===== src/rtl/seq_detect_pkg.sv =====
// Shared state encoding and default sizing for the serial pattern detection controller.
package seq_detect_pkg;

  localparam int unsigned DEF_MAX_LEN = 8;
  localparam int unsigned DEF_LEN_W   = 4;
  localparam int unsigned DEF_CNT_W   = 8;

  typedef enum logic [1:0] {
    IDLE = 2'b00,
    RUN  = 2'b01,
    DONE = 2'b10
  } state_t;

endpackage


===== src/rtl/seq_window_match.sv =====
// Bit history window with fill tracking and a length-masked compare against the pattern.
module seq_window_match #(
  parameter int unsigned MAX_LEN = 8,
  parameter int unsigned LEN_W   = 4
) (
  input  logic               clk,
  input  logic               reset,
  input  logic               shift_en,
  input  logic               clear,
  input  logic               overlap,
  input  logic               data_in,
  input  logic [LEN_W-1:0]   len,
  input  logic [MAX_LEN-1:0] pattern,
  output logic               hit
);

  localparam int unsigned HIST_W = MAX_LEN - 1;
  localparam logic [LEN_W-1:0] FILL_MAX = LEN_W'(MAX_LEN - 1);

  logic [HIST_W-1:0]  history;
  logic [LEN_W-1:0]   fill;
  logic [MAX_LEN-1:0] window;
  logic [MAX_LEN-1:0] mask;
  logic               fill_ok;

  // Window is the stored history plus the bit offered this cycle.
  always_comb begin
    window = {history, data_in};
    for (int i = 0; i < int'(MAX_LEN); i++) begin
      mask[i] = (32'(i) < 32'(len));
    end
    fill_ok = ((LEN_W+1)'(fill) + (LEN_W+1)'(1)) >= (LEN_W+1)'(len);
    hit     = shift_en && fill_ok && (((window ^ pattern) & mask) == '0);
  end

  always_ff @(posedge clk or negedge reset) begin
    if (!reset) begin
      history <= '0;
      fill    <= '0;
    end else if (clear) begin
      history <= '0;
      fill    <= '0;
    end else if (shift_en) begin
      if (!overlap && hit) begin
        history <= '0;
        fill    <= '0;
      end else begin
        history <= window[HIST_W-1:0];
        if (fill != FILL_MAX) fill <= fill + LEN_W'(1);
      end
    end
  end

endmodule


===== src/rtl/seq_detect_ctrl.sv =====
// Programmable serial pattern detector: config handshake, armed run, match counting and termination.
module seq_detect_ctrl
  import seq_detect_pkg::*;
#(
  parameter int unsigned MAX_LEN = DEF_MAX_LEN,
  parameter int unsigned LEN_W   = DEF_LEN_W,
  parameter int unsigned CNT_W   = DEF_CNT_W
) (
  input  logic               clk,
  input  logic               reset,
  input  logic               cfg_valid,
  output logic               cfg_ready,
  input  logic [MAX_LEN-1:0] cfg_pattern,
  input  logic [LEN_W-1:0]   cfg_len,
  input  logic               cfg_overlap,
  input  logic [CNT_W-1:0]   cfg_target,
  input  logic               start,
  input  logic               abort,
  input  logic               data_valid,
  input  logic               data_in,
  output logic               match,
  output logic [CNT_W-1:0]   match_count,
  output logic               busy,
  output logic               done,
  output logic               err
);

  localparam logic [CNT_W-1:0] CNT_MAX = '1;

  state_t             state, state_d;
  logic [MAX_LEN-1:0] pat_q;
  logic [LEN_W-1:0]   len_q;
  logic               ovl_q;
  logic [CNT_W-1:0]   tgt_q;
  logic               cfg_loaded;

  logic               cfg_hs, cfg_legal, shift_en, hit;
  logic               win_clear, done_d, err_d;
  logic [CNT_W-1:0]   count_next;

  assign cfg_hs     = cfg_valid && cfg_ready;
  assign cfg_legal  = (cfg_len != '0) && (32'(cfg_len) <= MAX_LEN);
  assign shift_en   = (state == RUN) && data_valid;
  assign count_next = (match_count == CNT_MAX) ? match_count : match_count + CNT_W'(1);
  assign match      = hit;

  seq_window_match #(
    .MAX_LEN (MAX_LEN),
    .LEN_W   (LEN_W)
  ) u_window (
    .clk      (clk),
    .reset    (reset),
    .shift_en (shift_en),
    .clear    (win_clear),
    .overlap  (ovl_q),
    .data_in  (data_in),
    .len      (len_q),
    .pattern  (pat_q),
    .hit      (hit)
  );

  // Next state, run arming and error/done pulse requests.
  always_comb begin
    state_d   = state;
    win_clear = 1'b0;
    done_d    = 1'b0;
    err_d     = cfg_hs && !cfg_legal;
    case (state)
      IDLE, DONE: begin
        if (start) begin
          if (cfg_loaded && !cfg_hs) begin
            state_d   = RUN;
            win_clear = 1'b1;
          end else begin
            err_d = 1'b1;
          end
        end
      end
      RUN: begin
        if (abort || (hit && (tgt_q != '0) && (count_next == tgt_q))) begin
          state_d = DONE;
          done_d  = 1'b1;
        end
      end
      default: state_d = IDLE;
    endcase
  end

  always_ff @(posedge clk or negedge reset) begin
    if (!reset) begin
      state     <= IDLE;
      busy      <= 1'b0;
      cfg_ready <= 1'b1;
      done      <= 1'b0;
      err       <= 1'b0;
    end else begin
      state     <= state_d;
      busy      <= (state_d == RUN);
      cfg_ready <= (state_d != RUN);
      done      <= done_d;
      err       <= err_d;
    end
  end

  always_ff @(posedge clk or negedge reset) begin
    if (!reset) begin
      pat_q      <= '0;
      len_q      <= '0;
      ovl_q      <= 1'b0;
      tgt_q      <= '0;
      cfg_loaded <= 1'b0;
    end else if (cfg_hs && cfg_legal) begin
      pat_q      <= cfg_pattern;
      len_q      <= cfg_len;
      ovl_q      <= cfg_overlap;
      tgt_q      <= cfg_target;
      cfg_loaded <= 1'b1;
    end
  end

  // Count is cleared on arming and holds through DONE until the next run.
  always_ff @(posedge clk or negedge reset) begin
    if (!reset) begin
      match_count <= '0;
    end else if (win_clear) begin
      match_count <= '0;
    end else if (hit) begin
      match_count <= count_next;
    end
  end

endmodule

===== config.mk =====
export PLATFORM = sky130hd
export DESIGN_NAME = seq_detect_ctrl
export DESIGN_NICKNAME = d
export VERILOG_FILES = /design/src/rtl/seq_detect_pkg.sv /design/src/rtl/seq_window_match.sv /design/src/rtl/seq_detect_ctrl.sv
export SDC_FILE = /design/constraint.sdc
export NUM_CORES = 1
export LEC_CHECK = 0
export ABC_AREA = 1
export CORE_UTILIZATION = 57
export DETAILED_ROUTE_END_ITERATION = 12
export DONT_BUFFER_PORTS = 1
export GPL_TIMING_DRIVEN = 0
export PLACE_DENSITY = 0.85
export SLEW_MARGIN = 40
export SYNTH_ARGS = -nofsm -noshare
export SYNTH_HDL_FRONTEND = slang
export SYNTH_SLANG_ARGS = --single-unit
export TNS_END_PERCENT = 1

===== constraint.sdc =====
create_clock -name clk -period 2.15 [get_ports clk]
set_clock_uncertainty 0.05 [all_clocks]
set_input_delay 0.43 -clock clk [delete_from_list [all_inputs] [get_ports clk]]
set_output_delay 0.43 -clock clk [all_outputs]
set_load 0.02 [all_outputs]

* Yosys cells after proc, flatten, opt, wreduce, memory -nomap -nowiden *
Cells that the tools add are included.

word-level totals
  flip-flop bits (word level) = 47
  bits of input ports = 28
  output and inout bits = 13
  logic and storage cells = 81

operators by class
  add/sub/neg operators = 3
  $lt $le $gt $ge = 10
  eq/ne operators = 7
  mux-type cells = 22
  bitwise logic cells = 2
  reduce and logical (&&, ||, !) cells = 24

operators with widths
  cell                 number
  $mux 8               3
  $mux 7               3
  $lt 3x4->1 const A   4
  $mux 4               4
  $logic_and 1x1->1    11
  $add 8x1->8 const B  1
  $and 8x8->8          1
  $eq 8x8->1           1
  $eq 8x8->1 const B   1
  $logic_not 8->1      1
  $lt 1x4->1 const A   2
  $lt 2x4->1 const A   2
  $mux 1               8
  $reduce_bool 8->1    1
  $xor 8x8->8          1
  $mux 2               3
  $add 4x1->5 const B  1
  $ge 5x4->1           1
  $add 4x1->4 const B  1
  $eq 2x1->1 const B   2
  $le 4x4->1 const B   1
  $ne 4x3->1 const B   1
  $pmux 2 s2           1
  $reduce_bool 2->1    2
  9 further kinds      11

* Longest topological paths before layout *
Gate-level depths: netlist (run 1).

  word-level depth = 10
  gate-level depth with buffers = 14
  gate-level depth less buffers = 14

* Cells and area by module *
Synthesis (run 1) repeated with hierarchy kept, for this count alone.

second synthesis, totals
  cell total of the unflattened synthesis = 351
  area, all modules = 2,756.4 µm²

by module, submodules not included
  module            times used  cells an instance  area each (µm²)  sequential area each (µm²)
  seq_detect_ctrl   1           209                1,820.5          902.1
  seq_window_match  1           142                935.9            275.3

* Worst setup path after synthesis (run 1) *
OpenSTA, ideal clock, no wires.

  kind = register -> output
  start = register u_window.fill[0]
  end = output match
  arrival time = 1,778 ps
  data required time = 1,670 ps
  setup slack = -108 ps
  cell stages (with the launch flop) = 10
  buffers on the path = 0
  cells stage by stage = dfrtp_1 ha_1 xor2_1 ha_1 nand2_1 nand2_1 nand3_1 nand4_1 nand3_2 clkinv_1

between the ends
  longest elaborated chain between the ends = 4

RTL lines
  item                            RTL line                RTL
  start, declared                 seq_window_match.sv:21  logic [LEN_W-1:0] fill;
  start signal, assigned          seq_window_match.sv:49  if (fill != FILL_MAX) fill <= fill + LEN_W'(1);
  $add 4x1->5                     seq_window_match.sv:32  fill_ok = ((LEN_W+1)'(fill) + (LEN_W+1)'(1)) >= (LEN_W+1)'(len);
  $ge 5x4->1                      seq_window_match.sv:32
  $logic_and 1x1->1 (2 in a row)  seq_window_match.sv:33  hit = shift_en && fill_ok && (((window ^ pattern) & mask) == '0);
  end, declared                   seq_detect_ctrl.sv:21   output logic match,

Every way passes these cells.

* Final worst setup path (run 1) *
Ends and elaborated chain as after synthesis.

==> metrics.cfg, run 1 <==
[outcome]
status=finished with violations
violations=negative setup slack

[pwr]
irDropWorstVdd_mv=0.5849
p_leak_nw=1.487
power.switching_w=0.001052
p_seq_frac=0.464
combPwrFrac=0.357
finalPower_w=0.002812
pwr-share-clk=0.179
intPower_w=0.001760
p_sw_frac=0.3740
powerDensity_mw_per_mm2=945.8

[clock_network]
cts_sinks=47
cts.path.max_buffers=2
clk_pin_slew_ns=0.08
cts-root-buf=clkbuf_8
htree_levels=2
cts_tree=yes
clk_latency_ns=0.30
cts_inserted_buffers=5

[die]
fp.dieW_um=70.19
core_area_sq_mm=0.004414
start_util=0.6003
io_pins=41
core.rowCount=24
fp.dieArea_sq_mm=0.004926
die_y_um=70.19

[logic_synthesis]
synthSimpleGateAreaFrac=0.3168
yosys_register_bits=47
synth-xor-area-share=0.02644
synth_cells=342
muxShareOfSynthArea=0.03399
yosysWarnings=0
yosysSeqAreaShare=0.4443
synth_area_sq_mm=0.002650
syn-num-nets=376
yosys.area_share.adder=0.02833
synth_top_family_by_area=simple AND/OR/NAND/NOR gates
syn_area_per_cell_sq_um=7.749
synth_compound_area_frac=0.05949
synthDistinctLibCells=28

[setup_path]
arrival_ns=1.97
worst-r2r-cell-count=13
reg2reg_to=u_window.history[3]
required_ns=1.67
r2r_slack_ns=-0.14
cp-start-kind=flop
reg2reg_from=u_window.fill[0]
crit_type=flop to output port
critPathMaxFanout=8
cp-end-kind=output port

[timing]
slew_headroom=0.7120
fin_ws_ns=-0.3050
tightestPinTransition_ns=0.4321
drv_slew=0
hold_viol=0
finalSetupViolations=19
rsz0062_at_grt=true
final_min_period_over_clock_period=1.142
fin_hold_ws_ns=0.2255
min_period_ns=2.455
fmax_ghz=0.4073

[place]
dpl_worst_slack_ns=-0.1806
portBuffers=0
place_congestion=0.8451
hpwl_um=3912

[cells_and_area]
nets=392
layout-drive-gt1-share=0.1671
final_util=0.6735
fillerInstances=364
antennaDiodeCount=0
mostFrequentLayoutCell=nand2_1
layout_common_cells=nand2_1 (87), inv_1 (52), dfrtp_1 (43), nand3_1 (36), nor2_1 (28)
synthToLayoutAreaGrowth_pct=12.18
regArea_sq_mm=0.001181
multi_input_area_sq_mm=0.001304

[global_route]
grt_overflow=0
grt_max_degree=48
grt_pass1_wl_um=8942
antenna_found_initial=0
track_usage=0.2308
grt_pass1_vias=2070

[hold_path]
holdPathStages=2
hp-class=primary input to flop
hp-start=data_in
worstHoldEndpoint=u_window.history[0]

[routing]
drc=0
routedWlPerCell_um=13.34
drt-pass1-iter-count=4
vias_per_cell=5.460
totalWireLength_um=5481
vias=2244
antenna_left=0
drt_first_iter_violations=137

[run]
drv_cap=0

-- sequential cells by signal, indices dropped and copies added (netlist names) --
register / count
u_window.history: 7
len_q: 4
done: 1
state: 2
u_window.fill: 4
ovl_q: 1
cfg_loaded: 1
match_count: 8
cfg_ready: 1
pat_q: 8
busy: 1
err: 1
tgt_q: 8
-- layout make-up --
class / count / share of cell area
multi-input cells: 234 / 0.4386
flip-flops and latches: 47 / 0.3973
inverters: 56 / 0.07323
repair buffers: 9 / 0.03157
clock buffers: 7 / 0.02567
well taps: 52 / 0.02189
plain buffers: 5 / 0.01010
clock inverters: 1 / 0.001684
-- power by group through the flow --
stage / combinational [W] / sequential, W / clock (W)
2_1_floorplan: 0.000724 / 0.00128 / 0
3_3_place_gp: 0.000838 / 0.00131 / 0
3_5_place_dp: 0.000872 / 0.00132 / 0
4_1_cts: 0.000949 / 0.00130 / 0.000518
5_1_grt: 0.00113 / 0.00133 / 0.000553
6_report: 0.00100 / 0.00131 / 0.000502
-- metal layers --
metal / wire length [um] / part of all wire / vias to the layer above / track usage
li1: - / - / 1118 / -
met1: 2266 / 0.41 / 1042 / 0.2696
met2: 2825 / 0.52 / 69 / 0.4188
met3: 270 / 0.049 / 15 / 0.05195
met4: 119 / 0.022 / 0 / 0.07111
met5: 0 / 0 / - / 0
-- through the flow --
step	setup TNS (ns)	instances	cell area, sq um
final	-2.077	411	2973
after global routing	-3.839	411	2973
after CTS	-2.433	409	2905
after detailed placement	-2.276	394	2728
after global placement	-1.337	394	2728
after floorplan	0	342	2663
-- critical path, stage by stage, from the launching register on --
cell and delay [ns]:
dfrtp_1 0.40, ha_2 0.20, xor2_2 0.17, ha_4 0.29, nand2_1 0.05, nand2_1 0.07, nand3_1 0.09, nand4_1 0.15
nand3_4 0.13, inv_8 0.13
-- Yosys cell counts --
library cell / count / area, sq um
nand3b_1: 1 / 7.510
nand2_4: 1 / 11.26
o21ai_0: 9 / 45.04
inv_2: 3 / 11.26
xnor2_1: 3 / 26.28
or2_4: 1 / 8.760
dfrtp_1: 46 / 1151
a21oi_1: 13 / 65.06
clkbuf_1: 1 / 3.750
nand3_1: 37 / 185.2
nand4_1: 9 / 56.30
o22ai_1: 6 / 37.54
xor2_1: 5 / 43.79
nor2_2: 4 / 25.02
mux2_2: 8 / 90.09
nand2_2: 5 / 31.28
nor2_1: 28 / 105.1
buf_2: 3 / 15.01
nor3_1: 1 / 5.000
nor2_4: 3 / 33.78
o21ai_1: 2 / 10.01
clkinv_1: 1 / 3.750
ha_1: 6 / 75.07
buf_6: 1 / 11.26
inv_1: 52 / 195.2
nand3_2: 4 / 40.04
dfstp_2: 1 / 26.28
nand2_1: 88 / 330.3
-- kinds of logic (layout without fill, tap and decap cells) --
| family | count (synthesis) | count (layout) |
|---|---|---|
| AO/OA/AOI/OAI | 30 | 30 |
| multiplexers | 8 | 8 |
| flip-flops | 47 | 47 |
| buffers and inverters | 61 | 78 |
| adder cells (fa/ha/maj) | 6 | 6 |
| XOR/XNOR | 8 | 8 |
| AND/OR/NAND/NOR | 182 | 182 |
-- what timing repair did --
item,in CTS,in global routing
buffers inserted,5,2
gates resized for setup,5,10
pin swaps,8,6
hold endpoints to repair,47,0
endpoints found under the setup margin,23,25
hold buffers,2,0
-- worst max-delay path by stage --
stage / cells past startpoint / slack (ns) / start / to
2_1_floorplan: 9 / 0.004 / u_window.fill[0] / match
6_report: 9 / -0.30 / u_window.fill[0] / match
3_5_place_dp: 12 / -0.18 / u_window.fill[0] / u_window.history[2]
5_1_grt: 9 / -0.35 / u_window.fill[1] / match
3_3_place_gp: 9 / -0.12 / u_window.fill[0] / match
4_1_cts: 9 / -0.32 / u_window.fill[1] / match
Note: power is estimated with default switching activity, not from simulation.
==> run 2: changes to the inputs <==
--- a/config.mk
+++ b/config.mk
@@ -5,7 +5,6 @@
 export SDC_FILE = /design/constraint.sdc
 export NUM_CORES = 1
 export LEC_CHECK = 0
-export ABC_AREA = 1
 export CORE_UTILIZATION = 57
 export DETAILED_ROUTE_END_ITERATION = 12
 export DONT_BUFFER_PORTS = 1
==> run 2 against run 1 <==
The run still ends with negative setup slack left; register-to-register slack lost 0.27 ns; design area shrank 0.84%; non-clock buffer count grew 4; power grew 17%; global-route usage grew 2.9 points; clock power grew 12%; cell count shrank 25%; count of clock-buffer cells in the layout is the same; routed wire length grew 5.7%; critical endpoint unchanged; largest cell class unchanged; largest power group unchanged.
==> metrics.cfg, run 2 <==
[cells_and_area]
mostFrequentLayoutCell=dfrtp_1
nets=288
synthToLayoutAreaGrowth_pct=14.87
regArea_sq_mm=0.001180
multi_input_area_sq_mm=0.001388
layout_common_cells=dfrtp_1 (44), mux2_2 (17), nand2_1 (13), o21ai_0 (10)
fillerInstances=323
reg_top3=match_count: 8 flops, pat_q: 8 flops, tgt_q: 8 flops
antennaDiodeCount=0
layout-drive-gt1-share=0.2588

[timing]
finalSetupViolations=24
final_min_period_over_clock_period=1.255
hold_viol=0
tightestPinTransition_ns=0.5891
drv_slew=0
rsz0062_at_grt=true
slew_headroom=0.6064
fmax_ghz=0.3706
fin_ws_ns=-0.5481
fin_hold_ws_ns=0.1604
min_period_ns=2.698

[logic_synthesis]
synth-edff-count=0
yosysSeqAreaShare=0.4588
syn_area_per_cell_sq_um=10.78
yosys_register_bits=47
synth_area_sq_mm=0.002566
synth_area_leaders=dfrtp_1 (45%), mux2_2 (7.5%), xnor2_1 (3.4%), a22o_1 (3.1%), ha_1 (2.9%)
synth_cells=238
ys.flop_type=dfrtp_1
synth.most_common_cell=dfrtp_1
synth_top_area_frac=0.4486
synth_commonest_cells=dfrtp_1 (46), mux2_2 (17), nand2_1 (13), o21ai_0 (12), a21oi_1 (11)
async_flop_share=1.000
synthDistinctLibCells=47
syn-num-nets=272
yosysWarnings=0
yosysTopAreaCell=dfrtp_1

[routing]
routedWlPerCell_um=18.86
totalWireLength_um=5791
drc=0
vias_per_cell=6.417
vias=1970
drt_first_iter_violations=248
antenna_left=0
drt-pass1-iter-count=4

[clock_network]
clk_latency_ns=0.30
clk_pin_slew_ns=0.09
cts-root-buf=clkbuf_8
cts.path.max_buffers=2
cts_inserted_buffers=5
htree_levels=2
cts_tree=yes
cts_sinks=47

[global_route]
grt.busiest_layer=met2
grtUsageMet1=0.3382
grt_overflow=0
grt_pass1_wl_um=9584
grt_max_degree=48
antenna_found_initial=0
track_usage=0.2593
grt_pass1_vias=1922
met3_usage=0.06725
met2_usage=0.4067

[pwr]
p_sw_frac=0.3755
p_seq_frac=0.449
pwr-share-clk=0.171
intPower_w=0.002062
powerDensity_mw_per_mm2=1120
p_leak_nw=1.221
irDropWorstVdd_mv=0.6673
combPwrFrac=0.381
power.switching_w=0.001240

[outcome]
status=finished with violations
violations=negative setup slack

[setup_path]
critical_path.top_delay_family=compound AO/OA/AOI/OAI gates
r2r_slack_ns=-0.41
reg2reg_to=state[1]
required_ns=1.67
crit_cells=8
crit_chain=ha_2 > xor2_1 > ha_1 > a21oi_2 > o21ai_1 > a221o_1 > and3_4 > buf_12
crit_type=flop to output port
worstSetupEndpoint=match
critPathMaxFanout=5
startpoint=u_window.fill[1]
worst-r2r-cell-count=11
path_buf_inv=1
critPathSlowestCell=dfrtp_1
max_stage_delay_ns=0.39
reg2reg_from=u_window.fill[1]
arrival_ns=2.22
cp-start-kind=flop
cp-end-kind=output port

[hold_path]
hp-start=cfg_len[2]
hp-class=primary input to flop

[die]
die_y_um=69.10
start_util=0.5894
fp.dieW_um=69.10
core.rowCount=24
core_area_sq_mm=0.004354
io_pins=41
fp.dieArea_sq_mm=0.004774

[place]
dpl_worst_slack_ns=-0.4044
place_congestion=0.9169
hpwl_um=3735
portBuffers=0

[run]
drv_cap=0

[run 2: cell types whose count changed in the layout (fill, tap and decap cells not counted), moves of 5 or more]
| cell | change |
|---|---|
| a22o_1 | +9 |
| nand2_1 | -74 |
| mux2i_1 | +6 |
| a21oi_1 | -5 |
| nand4_1 | -7 |
| inv_1 | -44 |
| nand2_2 | -6 |
| mux2_2 | +9 |
| nor3_1 | +6 |
| a31oi_1 | +5 |
| nand3_1 | -29 |
| nor2_4 | -5 |
| nor2_1 | -24 |
| xnor2_1 | +6 |
[run 2: worst min-delay path by stage]
stage,slack [ns],cells past startpoint,to
after floorplan,0.08,0,busy
after global placement,0.09,0,match_count[6]
after detailed placement,0.09,0,match_count[6]
after CTS,0.15,1,len_q[3]
after global routing,0.16,1,len_q[3]
final,0.16,1,len_q[3]
[run 2: power by group through the flow]
stage / logic, W / clock network [W] / registers, W
2_1_floorplan: 0.000874 / 0 / 0.00142
5_1_grt: 0.00139 / 0.000611 / 0.00152
3_5_place_dp: 0.00104 / 0 / 0.00150
4_1_cts: 0.00117 / 0.000576 / 0.00148
3_3_place_gp: 0.000998 / 0 / 0.00148
6_report: 0.00126 / 0.000563 / 0.00148
[run 2: timing repair]
item,4_1_cts,5_1_grt
hold endpoints to repair,47,0
pin swaps,14,6
cloned,1,0
hold buffers,2,0
buffers inserted,5,1
resized for setup,12,10
endpoints found under the setup margin,37,36
[run 2: layout make-up]
type | instances | area share
flip-flops and latches | 47 | 0.4003
multi-input cells | 174 | 0.4707
clock inverters | 1 | 0.002971
well taps | 52 | 0.02207
repair buffers | 9 | 0.04032
plain buffers | 9 | 0.02419
inverters | 8 | 0.01019
clock buffers | 7 | 0.02929
[run 2: per-stage QoR]
stage / total power (W) / instances / setup TNS [ns] / util / instance area (sq um)
after floorplan: 0.002289 / 238 / -2.154 / - / 2574
after global placement: 0.002480 / 290 / -8.786 / 0.6060 / 2639
after detailed placement: 0.002537 / 290 / -8.928 / 0.6060 / 2639
after CTS: 0.003224 / 306 / -7.122 / 0.6632 / 2888
after global routing: 0.003518 / 307 / -10.72 / 0.6770 / 2948
final: 0.003301 / 307 / -7.546 / 0.6770 / 2948
[run 2: cell families (layout without fill, tap and decap cells)]
group / Yosys count / in the layout / share of synthesized area
XOR/XNOR: 16 / 16 / 0.05461
multiplexers: 23 / 23 / 0.09800
buffers and inverters: 17 / 34 / 0.03510
flip-flops: 47 / 47 / 0.4588
adder cells (fa/ha/maj): 6 / 6 / 0.02925
AO/OA/AOI/OAI: 62 / 62 / 0.1731
AND/OR/NAND/NOR: 67 / 67 / 0.1511
[run 2: per-layer routing]
metal	vias to the layer above	wire, um
met5	-	0
li1	923	-
met4	0	97
met3	11	380
met2	87	2891
met1	949	2422
